--- src/rtl/fb_plane_writer.sv ---
// fb_plane_writer
// Packs a serial stream of 4-bit colour indices into bitplane bytes and
// writes them into the video SRAM framebuffer window. The address layout
// is {PLANE_BASE, plane, column, row}, the same layout the scanout reads.
// Each group of 8 pixels becomes one byte per plane. The first pixel of
// the group lands in bit 7. The planes are written in order 0..3, one per
// granted memory slot.

module fb_plane_writer #(
    parameter int   NPLANES    = 4,
    parameter logic PLANE_BASE = 1'b1
) (
    input  logic        clk24,
    input  logic        reset,
    input  logic        start,
    input  logic [7:0]  row,
    input  logic [4:0]  col0,
    input  logic [4:0]  nbytes,
    input  logic        pix_valid,
    input  logic [3:0]  pix_data,
    output logic        pix_ready,
    input  logic        mem_slot,
    output logic [15:0] SRAM_ADDR,
    output logic [7:0]  SRAM_DQ_OUT,
    output logic        SRAM_WE,
    output logic        busy,
    output logic        done
);

    typedef enum logic [1:0] {
        ST_IDLE = 2'd0,
        ST_RUN  = 2'd1,
        ST_FIN  = 2'd2
    } state_t;

    state_t state_r;
    state_t state_next_s;

    // Line parameters and progress
    logic [7:0]  row_r;
    logic [4:0]  col_r;
    logic [8:0]  remaining_r;
    logic        busy_r;
    logic        done_r;

    // Accumulator stage: one shift register per plane plus the pixel count
    logic [7:0]  acc_r [NPLANES];
    logic [7:0]  acc_shift_s [NPLANES];
    logic [2:0]  acc_cnt_r;

    // Hold stage: one completed group waiting to be written
    logic [7:0]  hold_r [NPLANES];
    logic [4:0]  hold_col_r;
    logic        hold_full_r;
    logic [1:0]  plane_r;

    // Registered SRAM write port
    logic        sram_we_r;
    logic [15:0] sram_addr_r;
    logic [7:0]  sram_dq_r;

    // Control strobes
    logic        start_s;
    logic        issue_s;
    logic        hold_finish_s;
    logic        acc_stall_s;
    logic        pix_ready_s;
    logic        accept_s;
    logic        group_done_s;
    logic        line_end_s;
    logic [8:0]  init_remaining_s;

    // Handshake and pipeline control decoded from the current state
    always_comb begin
        start_s       = 1'b0;
        issue_s       = 1'b0;
        hold_finish_s = 1'b0;
        acc_stall_s   = 1'b0;
        pix_ready_s   = 1'b0;
        accept_s      = 1'b0;
        group_done_s  = 1'b0;
        line_end_s    = 1'b0;

        start_s = (state_r == ST_IDLE) & start;
        // A plane is issued on every granted slot while a group is held
        issue_s = hold_full_r & mem_slot;
        // The hold register empties on the edge that issues plane 3
        hold_finish_s = issue_s & (plane_r == 2'd3);
        // An 8th pixel has nowhere to go while the hold register stays full
        acc_stall_s = (acc_cnt_r == 3'd7) & hold_full_r & ~hold_finish_s;
        pix_ready_s = busy_r & (remaining_r != 9'd0) & ~acc_stall_s;
        accept_s = pix_valid & pix_ready_s;
        group_done_s = accept_s & (acc_cnt_r == 3'd7);
        line_end_s = (state_r == ST_RUN) & (remaining_r == 9'd0) & ~hold_full_r;
    end

    // Pixel count for the new line; an nbytes value of 0 encodes 32 bytes
    always_comb begin
        init_remaining_s = 9'd0;
        if (nbytes == 5'd0) begin
            init_remaining_s = 9'd256;
        end else begin
            init_remaining_s = {1'b0, nbytes, 3'b000};
        end
    end

    // Next accumulator contents: shift the incoming pixel's plane bits in
    always_comb begin
        for (int k = 0; k < NPLANES; k++) begin
            acc_shift_s[k] = {acc_r[k][6:0], pix_data[NPLANES-1-k]};
        end
    end

    // Next-state logic of the line sequencer
    always_comb begin
        state_next_s = state_r;
        case (state_r)
            ST_IDLE: begin
                if (start_s) begin
                    state_next_s = ST_RUN;
                end else begin
                    state_next_s = ST_IDLE;
                end
            end
            ST_RUN: begin
                if (line_end_s) begin
                    state_next_s = ST_FIN;
                end else begin
                    state_next_s = ST_RUN;
                end
            end
            ST_FIN: begin
                state_next_s = ST_IDLE;
            end
            default: begin
                state_next_s = ST_IDLE;
            end
        endcase
    end

    // Sequencer state register
    always_ff @(posedge clk24 or posedge reset) begin
        if (reset) begin
            state_r <= ST_IDLE;
        end else begin
            state_r <= state_next_s;
        end
    end

    // Line parameters, remaining-pixel count, busy and done flags
    always_ff @(posedge clk24 or posedge reset) begin
        if (reset) begin
            row_r       <= 8'd0;
            col_r       <= 5'd0;
            remaining_r <= 9'd0;
            busy_r      <= 1'b0;
            done_r      <= 1'b0;
        end else begin
            done_r <= line_end_s;
            if (start_s) begin
                row_r       <= row;
                col_r       <= col0;
                remaining_r <= init_remaining_s;
                busy_r      <= 1'b1;
            end else begin
                if (accept_s) begin
                    remaining_r <= remaining_r - 9'd1;
                end
                // The column advances as each group leaves the accumulator
                if (group_done_s) begin
                    col_r <= col_r + 5'd1;
                end
                if (state_r == ST_FIN) begin
                    busy_r <= 1'b0;
                end
            end
        end
    end

    // Accumulator: shift in accepted pixels and count them modulo 8
    always_ff @(posedge clk24 or posedge reset) begin
        if (reset) begin
            for (int k = 0; k < NPLANES; k++) begin
                acc_r[k] <= 8'd0;
            end
            acc_cnt_r <= 3'd0;
        end else if (start_s) begin
            acc_cnt_r <= 3'd0;
        end else if (accept_s) begin
            for (int k = 0; k < NPLANES; k++) begin
                acc_r[k] <= acc_shift_s[k];
            end
            acc_cnt_r <= acc_cnt_r + 3'd1;
        end
    end

    // Hold register: take a completed group, then drain it one plane per slot
    always_ff @(posedge clk24 or posedge reset) begin
        if (reset) begin
            for (int k = 0; k < NPLANES; k++) begin
                hold_r[k] <= 8'd0;
            end
            hold_col_r  <= 5'd0;
            hold_full_r <= 1'b0;
            plane_r     <= 2'd0;
        end else begin
            if (issue_s) begin
                plane_r <= plane_r + 2'd1;
            end
            // Loading wins over clearing when both happen on the same edge
            if (group_done_s) begin
                for (int k = 0; k < NPLANES; k++) begin
                    hold_r[k] <= acc_shift_s[k];
                end
                hold_col_r  <= col_r;
                hold_full_r <= 1'b1;
            end else if (hold_finish_s) begin
                hold_full_r <= 1'b0;
            end
        end
    end

    // SRAM write port: one registered strobe per issued plane, and the
    // address and data hold their last values when nothing is issued
    always_ff @(posedge clk24 or posedge reset) begin
        if (reset) begin
            sram_we_r   <= 1'b0;
            sram_addr_r <= 16'd0;
            sram_dq_r   <= 8'd0;
        end else if (issue_s) begin
            sram_we_r   <= 1'b1;
            sram_addr_r <= {PLANE_BASE, plane_r, hold_col_r, row_r};
            sram_dq_r   <= hold_r[plane_r];
        end else begin
            sram_we_r   <= 1'b0;
        end
    end

    assign pix_ready   = pix_ready_s;
    assign SRAM_WE     = sram_we_r;
    assign SRAM_ADDR   = sram_addr_r;
    assign SRAM_DQ_OUT = sram_dq_r;
    assign busy        = busy_r;
    assign done        = done_r;

endmodule

--- config.mk ---
export PLATFORM = sky130hd
export DESIGN_NAME = fb_plane_writer
export DESIGN_NICKNAME = d
export VERILOG_FILES = /design/src/rtl/fb_plane_writer.sv
export SDC_FILE = /design/constraint.sdc
export NUM_CORES = 1
export LEC_CHECK = 0
export BUFFER_PORTS_ARGS = -buffer_cell sky130_fd_sc_hd__buf_2
export CAP_MARGIN = 5
export CORE_AREA = 2 2 135 137
export CTS_CLUSTER_DIAMETER = 30
export CTS_CLUSTER_SIZE = 28
export DETAILED_ROUTE_END_ITERATION = 7
export DIE_AREA = 0 0 137 139
export GPL_TIMING_DRIVEN = 0
export PLACE_DENSITY = 0.45
export SETUP_SLACK_MARGIN = 0.05
export SYNTH_ARGS = -nofsm -noshare
export SYNTH_HDL_FRONTEND = slang
export SYNTH_SLANG_ARGS = --single-unit
--- constraint.sdc ---
create_clock -name clk24 -period 3.4 [get_ports clk24]
set_input_delay 0 -clock clk24 [delete_from_list [all_inputs] [get_ports clk24]]
set_output_delay 0 -clock clk24 [all_outputs]
set_load 0.02 [all_outputs]
* After elaboration in Yosys (flattened, before gate mapping)
Index checks and enable logic that the tools add are counted.
** Storage, ports and cells
- Memory bits (read-only) :: 0
- Bits in latches :: 0
- Input bits :: 27
- Flip-flop bits (word level) :: 122
- Memories kept :: 0
- Memory bits (writable) :: 0
- Output and inout bits :: 28
- Word-level logic and storage cells :: 73
** Cells by class
- Magnitude comparators :: 1
- Reductions and logical operators :: 9
- Divide/modulo/power cells :: 0
- $add $sub $neg :: 4
- $mul :: 0
- Muxes and demuxes :: 18
- Bitwise gates (word level) :: 16
- Equal/unequal tests :: 4
- Shifts and indexed selects :: 0
** Operators with widths (count)
- $mux W9 :: 3
- $bmux W8 S2 :: 1
- $mux W8 :: 2
- $and A1 B1 Y1 :: 11
- $mux W5 :: 2
- $logic_not A9 Y1 :: 1
- $reduce_bool A9 Y1 :: 1
- $sub A9 B1 Y9 const B :: 1
- $reduce_bool A2 Y1 :: 4
- $mux W1 :: 6
- $mux W3 :: 2
- $add A5 B1 Y5 const B :: 1
- $logic_not A5 Y1 :: 1
- $eq A2 B2 Y1 const B :: 2
- $not A1 Y1 :: 4
- $pmux W2 S2 :: 1
- $add A3 B1 Y3 const B :: 1
- $eq A3 B3 Y1 const B :: 1
- $ge A3 B3 Y1 const B :: 1
- $not A2 Y3 :: 1
- $add A2 B1 Y2 const B :: 1
- $eq A2 B1 Y1 const B :: 1
- $logic_not A2 Y1 :: 1
- $mux W2 :: 1
- $reduce_and A2 Y1 :: 1

* Depth between registers and ports, before layout
- Word-level depth :: 10
- Depth in mapped cells :: 9
- Gate-level depth less buffers :: 7

* Worst setup path before layout
No wires, ideal clock.
- Path type :: reg-to-reg
- Start :: reg remaining_r[0]
- End :: reg acc_r[0] (netlist bit)
- Data required time :: 3.275 ns
- Setup slack :: 1.331 ns
- Arrival :: 1.943 ns
- Cell stages (with the launch flop) :: 10
- Path buffers :: 2
- Period minus slack after synthesis :: 2.069 ns
- Path through :: dfrtp_1 > inv_1 > ha_1 > nor4b_4 > a21oi_4 > and2_4 > buf_6 > nand2_8 > buf_12 > mux2_4
** Between the ends
- Cells in the longest elaborated chain, start to end :: 5
** Ends and longest elaborated chain
- from (decl) :: line 42 : logic [8:0] remaining_r;
- from (signal assigned) :: line 163 : remaining_r <= init_remaining_s;
- from (signal assigned) :: line 167 : remaining_r <= remaining_r - 9'd1;
- $reduce_bool A9 Y1 :: line 91 : pix_ready_s = busy_r & (remaining_r != 9'd0) & ~acc_stall_s;
- $and A1 B1 Y1 (2 in series) :: line 91
- $and A1 B1 Y1 :: line 92 : accept_s = pix_valid & pix_ready_s;
- $reduce_and A2 Y1 (no line)
- to (signal, indexed assignment) :: line 191 : acc_r[k] <= acc_shift_s[k];
- to (decl) :: line 47 : logic [7:0] acc_r [NPLANES];
Every way passes these cells.
A chain may end at the register's enable or synchronous reset.

* Worst setup path after layout
- Start :: reg remaining_r[0]
- End :: reg hold_col_r[3]
** Between the ends
- Cells in the longest elaborated chain, start to end :: 5
** Ends and longest elaborated chain
- $reduce_bool A9 Y1 :: line 91
- $and A1 B1 Y1 (2 in series) :: line 91
- $and A1 B1 Y1 :: line 92
- $and A1 B1 Y1 :: line 93 : group_done_s = accept_s & (acc_cnt_r == 3'd7);
- to (signal assigned) :: line 215 : hold_col_r <= col_r;
- to (decl) :: line 53 : logic [4:0] hold_col_r;
Every way passes these cells.

==> out/metrics.cfg <==
[finish]
final_util = 0.374
area_growth_pct = 27.8
drive_gt1_frac = 0.429
fin_cells = 698
antenna-diode-count = 0
fill_cells = 1709
mostFrequentLayoutCells = dfrtp_1 (122), mux2_2 (69), buf_2 (59), nand2_1 (40), dlygate4sd3_1 (25)
fin_nets = 488
final_area_um2 = 6600
final_common_cell = dfrtp_1

[setup_path]
reg2reg_slack_ps = 910
crit_start = remaining_r[0]$_DFFE_PP0P_
r2r_cells = 6
worst_setup_path_end_kind = flip-flop
critPathMaxFanout = 10
startpoint_type = flip-flop
crit_required_ps = 3690
worstSetupEndpoint = hold_col_r[3]$_DFFE_PP0P_
worstReg2RegStart = remaining_r[0]$_DFFE_PP0P_
critPathArrivalTime_ps = 2780
worstSetupPathType = flip-flop to flip-flop
rr_endpoint = hold_col_r[3]$_DFFE_PP0P_

[pwr]
intPower_mw = 4.19
switching_power_mw = 1.84
power_density_nw_per_um2 = 914
clkPwrFrac = 0.294
p_seq_frac = 0.414
peakVddDrop_mv = 0.438
fin_total_pwr_mw = 6.03
p_comb_frac = 0.292
sw_frac_of_total = 0.306
power.leakage_nw = 3.11

[yosys]
synth_nets = 389
async_flop_share = 1.00
synth_warnings = 0
ys_ff_latch = 122
syn_inst = 357
synthesis.area_um2 = 5170
synth_top_family_by_area = multiplexers
syn_avg_cell_area_um2 = 14.5
synthDistinctLibCells = 40
synth_fa_ha_area_frac = 0.0121
synth-simple-area-share = 0.0797
synth-compound-area-share = 0.0283
synth_enable_flop_cells = 0
synth-main-ff-cell = dfrtp_1
synthXorXnorAreaFrac = 0.0203
synth_mux_area_frac = 0.245
yosysSeqAreaShare = 0.591

[grt]
grtUsageTotal = 0.124
grt_max_degree = 84
grt_pass1_wl_um = 17800
antenna_found_initial = 0
first_global_vias = 3235
grt.overflow.total = 0

[worst_hold_path]
hold_class = primary input to asynchronous set/reset pin

[floorplan]
initial_core_util = 0.293
fp-row-count = 49
die_y_um = 139
io-pin-count = 55
die-area_um2 = 19000
die_w_um = 137
coreArea_um2 = 17700

[sta]
rsz0062_at_grt = no
finalMaxSlewViolations = 0
finClkSkew_ps = 7.74
fin_crit_ps = 2490
worst_hold_slack_ps = 140
maxSlewHeadroom = 0.325
fin_setup_tns_ps = 0
period_share = 0.733
final_hold_viol_count = 0
fmax_mhz = 401
setup_viol_count_final = 0
worst_slack_ps = 908
worstMarginPinSlew_ps = 1010

[place]
routabilityCongestion = 0.768
placed_area_um2 = 5760
numPortBuffers = 54
place_inst = 641
place_hpwl_um = 7310
pre_cts_ws_ps = 911

[drt]
dr_total_vias = 3092
wl_um = 10900
dr.pass1.iters = 4
drtIter0Drc = 162
avgViaCountPerCell = 4.43
wl_per_cell_um = 15.7
final_antenna_net_count = 0
drc = 0

[clocking]
postCtsResizedCells = 0
cts_tree = done
cts_buffer_depth = 2
root_buffer = clkbuf_16
cts.htree.levels = 4
cts_sinks = 122
clkSlewWorstSetupHoldPaths_ps = 50
clock_latency_ps = 410
cts_buffers = 17

[run]
drv_cap = 0

[run_status]
status = completed

-- cells in the mapped netlist, drive strengths merged (2+ instances only) --
cell type,count,area (um^2)
dfrtp,122,3050
mux2,89,1080
nand2,41,170
nor2,11,41.3
a21oi,8,51.3
buf,8,76.3
mux4,8,180
xor2,8,70.1
o21ai,7,35.0
clkbuf,6,22.5
inv,6,22.5
ha,5,62.6
nand4,5,31.3
nand3,4,20.0
xnor2,4,35.0
nor3,3,15.0
nor4,3,33.8
a211oi,2,20.0
nand2b,2,12.5
or4,2,15.0
-- critical path: stages, from the launching register on --
cell	delay, ps
dfrtp_1	420
inv_1	110
ha_1	260
nor4b_4	170
a211oi_2	620
buf_2	410
mux2_2	380
-- per-layer routing --
metal  GRT usage  up-vias  part of all wire
met5           0        -                 0
met4      0.0277        0            0.0059
met3      0.0471        7             0.041
met2       0.188       56              0.47
met1       0.168     1567              0.49
li1            -     1462                 -
-- power groups by stage --
stage | clock [mW] | combinational [mW] | sequential [mW]
after floorplan | 0 | 1.22 | 2.54
after global placement | 0 | 1.73 | 2.51
after detailed placement | 0 | 1.77 | 2.53
after CTS | 1.82 | 1.80 | 2.51
after global routing | 1.90 | 1.93 | 2.59
final | 1.77 | 1.76 | 2.50
-- cells by family (layout without fill, tap and decap cells) --
| group | after synthesis | after routing |
|---|---|---|
| compound gates | 22 | 22 |
| xor+xnor | 12 | 12 |
| flops | 122 | 122 |
| simple gates | 78 | 78 |
| mux | 98 | 98 |
| fa+ha+maj | 5 | 5 |
| buf+inv | 20 | 132 |
-- registers in the layout (all words and copies together), names as in the netlist --
| register | flops |
|---|---|
| SRAM_ADDR | 16 |
| SRAM_DQ_OUT | 8 |
| SRAM_WE | 1 |
| acc_cnt_r | 3 |
| acc_r | 28 |
| busy | 1 |
| col_r | 5 |
| done | 1 |
| hold_col_r | 5 |
| hold_full_r | 1 |
| hold_r | 32 |
| plane_r | 2 |
| remaining_r | 9 |
| row_r | 8 |
| state_r | 2 |
-- timing repair --
item / CTS / global route
setup buffers: 0 / 0
hold buffers: 25 / 0
endpoints found under the hold margin: 67 / 0
-- worst min-delay path by stage --
stage,start,end
finish,reset,busy$_DFFE_PP0P_
detailed placement,reset,busy$_DFFE_PP0P_
global route,reset,busy$_DFFE_PP0P_
CTS,mem_slot,hold_full_r$_DFFE_PP0P_
global placement,row[7],row_r[7]$_DFFE_PP0P_
floorplan,nbytes[0],remaining_r[8]$_DFFE_PP0P_
-- cell type report --
class	instances	area (um^2)	share of cell area
sequential	122	3050	0.462
multi-input combinational	215	1990	0.302
timing repair buffer	80	548	0.0830
clock buffer	26	539	0.0817
tap	229	287	0.0434
buffer	14	98.8	0.0150
clock inverter	6	57.6	0.00872
inverter	6	27.5	0.00417
(Power assumes the default switching activity.)
